File: src/rtl/unidade_hilo_div_pkg.sv
// rtl/unidade_hilo_div_pkg.sv - shared states, widths and ALU opcode decode for the HI/LO divide stage
package unidade_hilo_div_pkg;

    localparam int LARGURA_PADRAO = 32;

    typedef enum logic [1:0] {
        OCIOSO    = 2'b00,
        DIVIDINDO = 2'b01,
        FIM       = 2'b10
    } estado_t;

    localparam logic [4:0] OP_MULTIPLICACAO  = 5'b00010;
    localparam logic [4:0] OP_DIVISAO        = 5'b00011;
    localparam logic [4:0] OP_RESTO_DIVISAO  = 5'b00100;

    // Both divide and remainder opcodes start the same division; HI holds the
    // remainder and LO the quotient, so one run serves either instruction.
    function automatic logic op_inicia_div(input logic [4:0] op);
        return (op == OP_DIVISAO) || (op == OP_RESTO_DIVISAO);
    endfunction

    function automatic logic op_escreve_mult(input logic [4:0] op);
        return (op == OP_MULTIPLICACAO);
    endfunction

endpackage

File: src/rtl/unidade_hilo_div_divisor_passo.sv
// rtl/unidade_hilo_div_divisor_passo.sv - one combinational radix-2 restoring division step
//
// Ports:
//   rem      - partial remainder (always below divisor)
//   quo      - dividend bits still to shift in / quotient bits already produced
//   divisor  - divisor magnitude
//   rem_prox - partial remainder after this step
//   quo_prox - quotient/dividend register after this step
module unidade_hilo_div_divisor_passo
    import unidade_hilo_div_pkg::*;
#(
    parameter int LARGURA = LARGURA_PADRAO
) (
    input  logic [LARGURA-1:0] rem,
    input  logic [LARGURA-1:0] quo,
    input  logic [LARGURA-1:0] divisor,
    output logic [LARGURA-1:0] rem_prox,
    output logic [LARGURA-1:0] quo_prox
);

    // Shifting {rem,quo} left can carry one bit past LARGURA, so the trial
    // subtraction is done one bit wider and its MSB is the borrow.
    logic [LARGURA:0] deslocado;
    logic [LARGURA:0] diferenca;

    always_comb begin
        deslocado = {rem, quo[LARGURA-1]};
        diferenca = deslocado - {1'b0, divisor};
        if (diferenca[LARGURA]) begin
            rem_prox = deslocado[LARGURA-1:0];
            quo_prox = {quo[LARGURA-2:0], 1'b0};
        end else begin
            rem_prox = diferenca[LARGURA-1:0];
            quo_prox = {quo[LARGURA-2:0], 1'b1};
        end
    end

endmodule

File: src/rtl/unidade_hilo_div.sv
// rtl/unidade_hilo_div.sv - HI/LO registers with multiply load, mthi/mtlo and iterative divider
//
// Ports:
//   clock, reset              - rising-edge clock, synchronous active-low reset
//   inicio, comSinal          - start a division (signed when comSinal), only in OCIOSO
//   dividendo, divisor        - operands, sampled with inicio
//   escreveMult               - load HI/LO from entradaHI/entradaLO
//   mthi, mtlo, dadoMt        - direct HI/LO writes
//   saidaHI, saidaLO          - architectural HI/LO
//   ocupado, pronto, divZero  - busy, one-cycle done pulse, divide-by-zero flag
module unidade_hilo_div
    import unidade_hilo_div_pkg::*;
#(
    parameter int LARGURA = LARGURA_PADRAO
) (
    input  logic               clock,
    input  logic               reset,
    input  logic               inicio,
    input  logic               comSinal,
    input  logic [LARGURA-1:0] dividendo,
    input  logic [LARGURA-1:0] divisor,
    input  logic               escreveMult,
    input  logic [LARGURA-1:0] entradaHI,
    input  logic [LARGURA-1:0] entradaLO,
    input  logic               mthi,
    input  logic               mtlo,
    input  logic [LARGURA-1:0] dadoMt,
    output logic [LARGURA-1:0] saidaHI,
    output logic [LARGURA-1:0] saidaLO,
    output logic               ocupado,
    output logic               pronto,
    output logic               divZero
);

    localparam int CONT_W = $clog2(LARGURA);
    localparam logic [CONT_W-1:0] ULTIMO = CONT_W'(LARGURA - 1);

    estado_t             estado_q, estado_d;
    logic [CONT_W-1:0]   contador_q, contador_d;
    logic [LARGURA-1:0]  rem_q, rem_d;
    logic [LARGURA-1:0]  quo_q, quo_d;
    logic [LARGURA-1:0]  div_q, div_d;
    logic                neg_quo_q, neg_quo_d;
    logic                neg_rem_q, neg_rem_d;
    logic                div_zero_q, div_zero_d;
    logic [LARGURA-1:0]  hi_q, hi_d;
    logic [LARGURA-1:0]  lo_q, lo_d;

    logic [LARGURA-1:0]  rem_prox;
    logic [LARGURA-1:0]  quo_prox;

    unidade_hilo_div_divisor_passo #(
        .LARGURA (LARGURA)
    ) u_passo (
        .rem      (rem_q),
        .quo      (quo_q),
        .divisor  (div_q),
        .rem_prox (rem_prox),
        .quo_prox (quo_prox)
    );

    always_comb begin
        estado_d   = estado_q;
        contador_d = contador_q;
        rem_d      = rem_q;
        quo_d      = quo_q;
        div_d      = div_q;
        neg_quo_d  = neg_quo_q;
        neg_rem_d  = neg_rem_q;
        div_zero_d = div_zero_q;
        hi_d       = hi_q;
        lo_d       = lo_q;

        // Host writes, lowest priority first so later assignments win:
        // mthi/mtlo < escreveMult < division commit (inside the case below).
        if (estado_q != DIVIDINDO) begin
            if (mthi) hi_d = dadoMt;
            if (mtlo) lo_d = dadoMt;
            if (escreveMult) begin
                hi_d = entradaHI;
                lo_d = entradaLO;
            end
        end

        case (estado_q)
            OCIOSO: begin
                if (inicio) begin
                    // Work on magnitudes; -2^(N-1) negates to itself, which
                    // is the correct unsigned magnitude.
                    quo_d = (comSinal && dividendo[LARGURA-1]) ? -dividendo : dividendo;
                    div_d = (comSinal && divisor[LARGURA-1])   ? -divisor   : divisor;
                    neg_quo_d  = comSinal && (dividendo[LARGURA-1] ^ divisor[LARGURA-1]);
                    neg_rem_d  = comSinal && dividendo[LARGURA-1];
                    rem_d      = '0;
                    contador_d = '0;
                    div_zero_d = (divisor == '0);
                    if (divisor == '0) begin
                        estado_d = FIM;
                        hi_d     = dividendo;
                        lo_d     = '1;
                    end else begin
                        estado_d = DIVIDINDO;
                    end
                end
            end
            DIVIDINDO: begin
                rem_d      = rem_prox;
                quo_d      = quo_prox;
                contador_d = contador_q + CONT_W'(1);
                if (contador_q == ULTIMO) begin
                    estado_d   = FIM;
                    contador_d = '0;
                    lo_d       = neg_quo_q ? -quo_prox : quo_prox;
                    hi_d       = neg_rem_q ? -rem_prox : rem_prox;
                end
            end
            FIM: begin
                estado_d = OCIOSO;
            end
            default: begin
                estado_d = OCIOSO;
            end
        endcase
    end

    always_ff @(posedge clock) begin
        if (!reset) begin
            estado_q   <= OCIOSO;
            contador_q <= '0;
            rem_q      <= '0;
            quo_q      <= '0;
            div_q      <= '0;
            neg_quo_q  <= 1'b0;
            neg_rem_q  <= 1'b0;
            div_zero_q <= 1'b0;
            hi_q       <= '0;
            lo_q       <= '0;
        end else begin
            estado_q   <= estado_d;
            contador_q <= contador_d;
            rem_q      <= rem_d;
            quo_q      <= quo_d;
            div_q      <= div_d;
            neg_quo_q  <= neg_quo_d;
            neg_rem_q  <= neg_rem_d;
            div_zero_q <= div_zero_d;
            hi_q       <= hi_d;
            lo_q       <= lo_d;
        end
    end

    assign saidaHI = hi_q;
    assign saidaLO = lo_q;
    assign ocupado = (estado_q == DIVIDINDO);
    assign pronto  = (estado_q == FIM);
    assign divZero = (estado_q == FIM) && div_zero_q;

endmodule

File: config.mk
export PLATFORM = sky130hd
export DESIGN_NAME = unidade_hilo_div
export DESIGN_NICKNAME = d
export VERILOG_FILES = /design/src/rtl/unidade_hilo_div_pkg.sv /design/src/rtl/unidade_hilo_div_divisor_passo.sv /design/src/rtl/unidade_hilo_div.sv
export SDC_FILE = /design/constraint.sdc
export NUM_CORES = 1
export LEC_CHECK = 0
export BUFFER_PORTS_ARGS = -buffer_cell sky130_fd_sc_hd__buf_2
export CELL_PAD_IN_SITES_DETAIL_PLACEMENT = 1
export CELL_PAD_IN_SITES_GLOBAL_PLACEMENT = 1
export CORE_MARGIN = 2
export CORE_UTILIZATION = 24
export CTS_BUF_LIST = sky130_fd_sc_hd__clkbuf_4 sky130_fd_sc_hd__clkbuf_8
export CTS_CLUSTER_SIZE = 24
export DETAILED_ROUTE_END_ITERATION = 6
export GPL_TIMING_DRIVEN = 0
export PLACE_DENSITY_LB_ADDON = 0.05
export RECOVER_POWER = 50
export SYNTH_ARGS = -nofsm -noshare
export SYNTH_HDL_FRONTEND = slang
export SYNTH_SLANG_ARGS = --single-unit
export TNS_END_PERCENT = 20
File: constraint.sdc
create_clock -name clock -period 12.5 [get_ports clock]
set_clock_uncertainty 0.2 [all_clocks]
set_input_delay 0.625 -clock clock [delete_from_list [all_inputs] [get_ports clock]]
set_output_delay 0.625 -clock clock [all_outputs]
set_load 0.01 [all_outputs]
==> results.toml, run 1 <==
[synth]
syn-num-nets = 2042
seq_area_frac_synth_pct = 25.3
synthSimpleGateAreaFrac_pct = 19.3
synth-xor-area-share_pct = 8.54
synth_cell_types = 78
async_reset_ff_share_pct = 0
synth_fa_ha_area_share_pct = 3.59
dominantRegCellSynth = "dfxtp_1"
synth-seq-cells = 170
ys_warn_count = 0
synth_edf_count = 0
synth_top_family_by_area = "compound AO/OA/AOI/OAI gates"
postSynthAreaPerCell_um2 = 7.32
synth-compound-area-share_pct = 31.1
synthCells = 1837
syn_area_mm2 = 0.0134
synthMuxAreaShare_pct = 6.78

[global_route]
antenna_found_initial = 0
grt_pass1_vias = 15604
grt_pass1_wl_mm = 113
grt.total_usage_pct = 27.4
grt_max_degree = 17
grt_overflow = 0

[cells_and_area]
instances_no_fill = 2849
area_delta_synth_final_pct = 18.0
final_common_cell = "nand2_1"
layout.nets = 2293
drive_gt1_share_pct = 10.9
layout_common_cells = "nand2_1, nor2_1, clkbuf_1"

[hold_path]
hold_class = "in -> reg"

[cts]
post_cts_resized = 0
path_clk_slew_ns = 0.11
cts_hold_buf = 0
cts-root-buf = "clkbuf_8"
cts_made_buffers = 17
clk_path_buf_depth = 2
worstSkewPairLatency_ns = 0.58
cts_tree = "yes"
htreeDepth = 4
cts.sinks = 170
post-cts-setup-buffers = 0

[critical_path]
regToRegStartpoint = "quo_q[31]$_SDFFE_PN0P_"
worstPathArrival_ns = 6.94
reg2regPathDepth = 20
worst_setup_path_start_kind = "flop"
reg2reg_to = "saidaLO[30]$_SDFF_PN0_"
required_ns = 12.71
ff2ff_setup_slack_ns = 5.77
endpoint_kind = "flop"
criticalPathCategory = "reg -> reg"
critPathCapture = "saidaLO[30]$_SDFF_PN0_"
worst-path-max-fanout = 10
startpoint = "quo_q[31]$_SDFFE_PN0P_"

[place]
dp_hpwl_mm = 66.6
place_inst = 2817
port_buffers = 231
gp_congestion = 0.905

[floorplanning]
die-area_mm2 = 0.0579
ios = 234
coreArea_mm2 = 0.0552
die_x_um = 241
rows = 86
start_util_pct = 24.3
die_h_um = 241

[power_and_ir_drop]
irDropWorstVdd_v = 0.0000934
power_density_mw_per_mm2 = 145
p_leak_nw = 5.97

[sta]
fmax_ghz = 0.149
slew_viol_final = 0
max_slew_margin_pct = 16.3
finalSetupViolations = 0
period_needed_ns = 6.73
fin_crit_sh_pct = 53.8
worst_pin_slew_ns = 1.24
rsz0062_at_grt = "no"
fin_tns_setup_ns = 0
hold_viol = 0

[drt]
routed_wl_mm = 80.1
drc_errors = 0
vias = 15612
firstDrtPassIters = 5
ant_nets = 0
vias_per_cell = 5.48
initialDrtViolationCount = 1111
drt-wirelength-per-cell_um = 28.1

[run_status]
status = "finished, final reports clean"

[job]
cap_violations = 0
[critical path, cell delays in order, from the launching register on]
cell	delay [ns]
dfxtp_1	0.61
inv_1	0.09
ha_1	0.25
fa_1	0.40
nand2b_1	0.22
a21oi_4	0.26
o21ai_1	0.13
a211o_1	0.35
a311oi_4	0.41
o21a_2	0.35
nor2_1	0.10
inv_1	0.30
buf_1	0.73
ha_1	0.39
nand4_1	0.31
or3_1	0.56
o21ai_1	0.17
xor2_1	0.38
nor2_1	0.10
a21oi_1	0.14
a221oi_1	0.10
[per-layer routing]
layer	wire length [um]	track usage, %	up-vias
met2	38600	47.1	454
met3	3150	2.99	101
met4	3470	12.4	0
met5	0	0	-
li1	-	-	7260
met1	35000	34.3	7797
[stage by stage]
step / cell area (um^2) / setup WS [ns] / util, % / hold slack [ns] / total power, mW
final: 15900 / 5.77 / 28.7 / 0.138 / 2.30
after global routing: 15900 / 5.46 / 28.7 / 0.121 / 2.43
after CTS: 15900 / 5.82 / 28.9 / 0.0989 / 2.30
after detailed placement: 15500 / 5.84 / 28.2 / 0.244 / 1.85
after global placement: 15500 / 5.87 / 28.1 / 0.242 / 1.85
after floorplan: 13400 / 7.88 / - / 0.215 / 1.39
[area by class of cell]
class,instances,area [um^2]
Fill cell,6901,39300
Multi-Input combinational cell,1477,9310
Sequential cell,170,3400
Timing Repair Buffer,232,1080
Tap cell,748,936
Buffer,134,517
Clock buffer,19,262
Inverter,56,210
Clock inverter,12,139
Antenna cell,1,2.50
[registers in the layout, indices dropped and copies added, names as in the netlist, 2 cells and up]
| name | count |
|---|---|
| div_q | 32 |
| saidaLO | 32 |
| contador_q | 5 |
| estado_q | 2 |
| saidaHI | 32 |
| rem_q | 32 |
| quo_q | 32 |
[worst min path at each step]
stage / startpoint / endpoint / slack (ns) / depth (start not counted)
3_5_place_dp: contador_q[3]$_SDFFE_PN0P_ / contador_q[3]$_SDFFE_PN0P_ / 0.24 / 1
2_1_floorplan: contador_q[3]$_SDFFE_PN0P_ / contador_q[3]$_SDFFE_PN0P_ / 0.22 / 1
5_1_grt: divisor[1] / div_q[1]$_SDFFE_PN0P_ / 0.12 / 3
4_1_cts: divisor[1] / div_q[1]$_SDFFE_PN0P_ / 0.1 / 3
6_report: entradaLO[6] / saidaLO[6]$_SDFF_PN0_ / 0.14 / 3
3_3_place_gp: contador_q[3]$_SDFFE_PN0P_ / contador_q[3]$_SDFFE_PN0P_ / 0.24 / 1
[logic make-up after synthesis]
| logic type | Yosys count |
|---|---|
| AOI/OAI and AO/OA | 644 |
| and+or+nand+nor | 574 |
| buffers and inverters | 190 |
| DFF | 170 |
| xor gates and xnor gates | 131 |
| muxes | 90 |
| adders and majority gates | 38 |
[power by group]
part	total, mW	internal, mW	switching (mW)
clock	0.447	0.189	0.258
combinational	1.19	0.382	0.808
sequential	0.659	0.592	0.0673
[Yosys cell counts (21+ instances only)]
cell type / instances / area (um^2)
a211oi_1: 46 / 345
a21o_1: 21 / 158
a21oi_1: 162 / 811
a221oi_1: 31 / 272
a22oi_1: 62 / 465
a31oi_1: 30 / 188
clkbuf_1: 112 / 420
dfxtp_1: 170 / 3400
ha_1: 37 / 463
inv_1: 55 / 206
mux2i_1: 85 / 851
nand2_1: 194 / 728
nand3_1: 44 / 220
nor2_1: 185 / 694
nor3_1: 40 / 200
o21ai_0: 132 / 661
o21ai_1: 23 / 115
xnor2_1: 62 / 543
xor2_1: 69 / 604
Power figures use the tool's default switching activity.
==> inputs of run 2 (changes only) <==
==> constraint.sdc (replaced) <==
create_clock -name clock -period 6.7 [get_ports clock]
set_clock_uncertainty 0.2 [all_clocks]
set_input_delay 0.335 -clock clock [delete_from_list [all_inputs] [get_ports clock]]
set_output_delay 0.335 -clock clock [all_outputs]
set_load 0.01 [all_outputs]
==> run 2 against run 1 <==
Against the previous run:
- clock power increased by 87%
- critical path depth decreased by 1
- maximum frequency increased by 11%
- hold slack got worse by 0.11 ns
- cell count increased by 2.8%
- register-to-register slack got worse by 5.1 ns
- total power increased by 88%
- wire length increased by 1.1%
- combinational power increased by 90%
- cell area increased by 5.1%
- critical endpoint unchanged
- largest power group unchanged
- highest routed layer unchanged
==> results.toml, run 2 (same netlist as run 1, synthesis figures left out) <==
[drt]
firstDrtPassIters = 5
drc_errors = 0
drt-wirelength-per-cell_um = 27.7
vias_per_cell = 5.42
initialDrtViolationCount = 1112
vias = 15865
ant_nets = 0
routed_wl_mm = 81.0

[sta]
worst_pin_slew_ns = 1.23
rsz0062_at_grt = "no"
max_slew_margin_pct = 18.0
slew_viol_final = 0
fin_tns_setup_ns = 0
fin_crit_sh_pct = 90.4
whs_ns = 0.0294
finalSetupViolations = 0
period_needed_ns = 6.05
worst_slack_ns = 0.646
fmax_ghz = 0.165
hold_viol = 0

[power_and_ir_drop]
power_density_mw_per_mm2 = 259
irDropWorstVdd_v = 0.000175
p_leak_nw = 6.30

[floorplanning]
coreArea_mm2 = 0.0552
die-area_mm2 = 0.0579
rows = 86
ios = 234
die_x_um = 241
start_util_pct = 24.3
die_h_um = 241

[critical_path]
reg2reg_to = "saidaLO[30]$_SDFF_PN0_"
worst-path-max-fanout = 15
criticalPathCategory = "reg -> reg"
worstPathCellList = "inv_1, ha_1, fa_1, nand2b_1, a21oi_4, o21ai_1, a211o_1, a311oi_4, o21a_2, nor2_1, clkinvlp_4, ha_1, nand4_1, or3_1, o21ai_1, xor2_1, nor2_1, a21oi_1, a221oi_1"
required_ns = 6.91
worst_setup_path_start_kind = "flop"
ff2ff_setup_slack_ns = 0.65
reg2regPathDepth = 19
cp_slowest_stage_delay_ns = 0.59
worstPathArrival_ns = 6.26
cp_slowest_cell = "dfxtp_1"
endpoint_kind = "flop"
regToRegStartpoint = "quo_q[31]$_SDFFE_PN0P_"

[cts]
cts.sinks = 170
clk_path_buf_depth = 2
worstSkewPairLatency_ns = 0.59
cts_tree = "yes"
htreeDepth = 4
path_clk_slew_ns = 0.11
cts_made_buffers = 17
cts-root-buf = "clkbuf_8"
post-cts-setup-buffers = 0

[cells_and_area]
area_delta_synth_final_pct = 24.0
fillers = 6901
drive_gt1_share_pct = 10.5
n_antenna_cell = 0
layout_common_cells = "nand2_1, nor2_1, clkbuf_1"
final_common_cell = "nand2_1"
layout.nets = 2373

[hold_path]
hp-start = "entradaHI[6]"
hold_depth = 5
hold_path_end = "saidaHI[6]$_SDFF_PN0_"
hold_class = "in -> reg"

[global_route]
grt.total_usage_pct = 27.7
grt_pass1_vias = 16075
grt_pass1_wl_mm = 115
grt_max_degree = 17
antenna_found_initial = 0
grt_overflow = 0

[place]
gp_congestion = 0.905
pre_cts_slack_ns = 0.0353
dp_hpwl_mm = 66.6
port_buffers = 231

[job]
cap_violations = 0

[run_status]
status = "finished, final reports clean"
## run 2: cell count changes in the layout (fill, tap and decap cells not counted)
cell and change:
dlygate4sd3_1 +81, inv_1 -1, and2_0 +1, clkbuf_1 +1
clkinvlp_4 +1, buf_2 -1, and2_1 -1, buf_1 -1
diode_2 -1
## run 2: how the worst max path moves through the flow
stage / from / cells after the start / endpoint / slack, ns
floorplan: quo_q[31]$_SDFFE_PN0P_ / 20 / saidaLO[28]$_SDFF_PN0_ / 2.08
global placement: quo_q[31]$_SDFFE_PN0P_ / 20 / saidaLO[28]$_SDFF_PN0_ / 0.07
detailed placement: quo_q[31]$_SDFFE_PN0P_ / 20 / saidaLO[30]$_SDFF_PN0_ / 0.04
CTS: quo_q[31]$_SDFFE_PN0P_ / 20 / saidaLO[30]$_SDFF_PN0_ / 0.02
global route: quo_q[31]$_SDFFE_PN0P_ / 19 / saidaLO[28]$_SDFF_PN0_ / 0.28
finish: quo_q[31]$_SDFFE_PN0P_ / 19 / saidaLO[30]$_SDFF_PN0_ / 0.65
## run 2: worst max-delay path, delay by kind of cell, from the launching register on
family                     cells  cell delay, ns
and+or+nand+nor                5            1.31
buffers and inverters          2            0.51
AOI/OAI and AO/OA              8            1.90
DFF                            1            0.59
xor gates and xnor gates       1            0.37
adders and majority gates      3            0.98
## run 2: power breakdown
group          switching, mW  internal (mW)
Clock                  0.484          0.353
Sequential             0.125           1.10
Combinational           1.51          0.743
Total                   2.12           2.20
## run 2: area by class of cell
type                    count  area [um^2]  share of cell area (%)
inverters                  56          214                    1.28
plain buffers             133          513                    3.08
well taps                 748          936                    5.61
clock buffers              19          262                    1.57
multi-input cells        1477         9310                    55.8
clock inverters            12          139                   0.833
repair buffers            313         1890                    11.4
flip-flops and latches    170         3400                    20.4
## run 2: what timing repair did
action	4_1_cts	5_1_grt
hold endpoints to repair	78	0
hold buffers	81	0
gates resized for setup	0	1
setup endpoints to repair	0	3
## run 2: stage by stage
step / util (%) / area (um^2) / power (mW) / std cells
6_report: 30.2 / 16700 / 4.32 / 2928
5_1_grt: 30.2 / 16700 / 4.57 / 2928
4_1_cts: 30.4 / 16800 / 4.34 / 2929
3_5_place_dp: 28.2 / 15500 / 3.46 / 2817
3_3_place_gp: 28.1 / 15500 / 3.45 / 2816
2_1_floorplan: - / 13400 / 2.59 / 1837
## run 2: per-layer routing
| layer | wire, um | share of wire, % | global-route usage (%) | vias to the layer above |
|---|---|---|---|---|
| li1 | - | - | - | 7412 |
| met2 | 39000 | 48 | 47.8 | 433 |
| met4 | 3580 | 4.4 | 12.8 | 0 |
| met5 | 0 | 0 | 0 | - |
| met1 | 35400 | 44 | 34.5 | 7916 |
| met3 | 3100 | 3.8 | 3.04 | 104 |
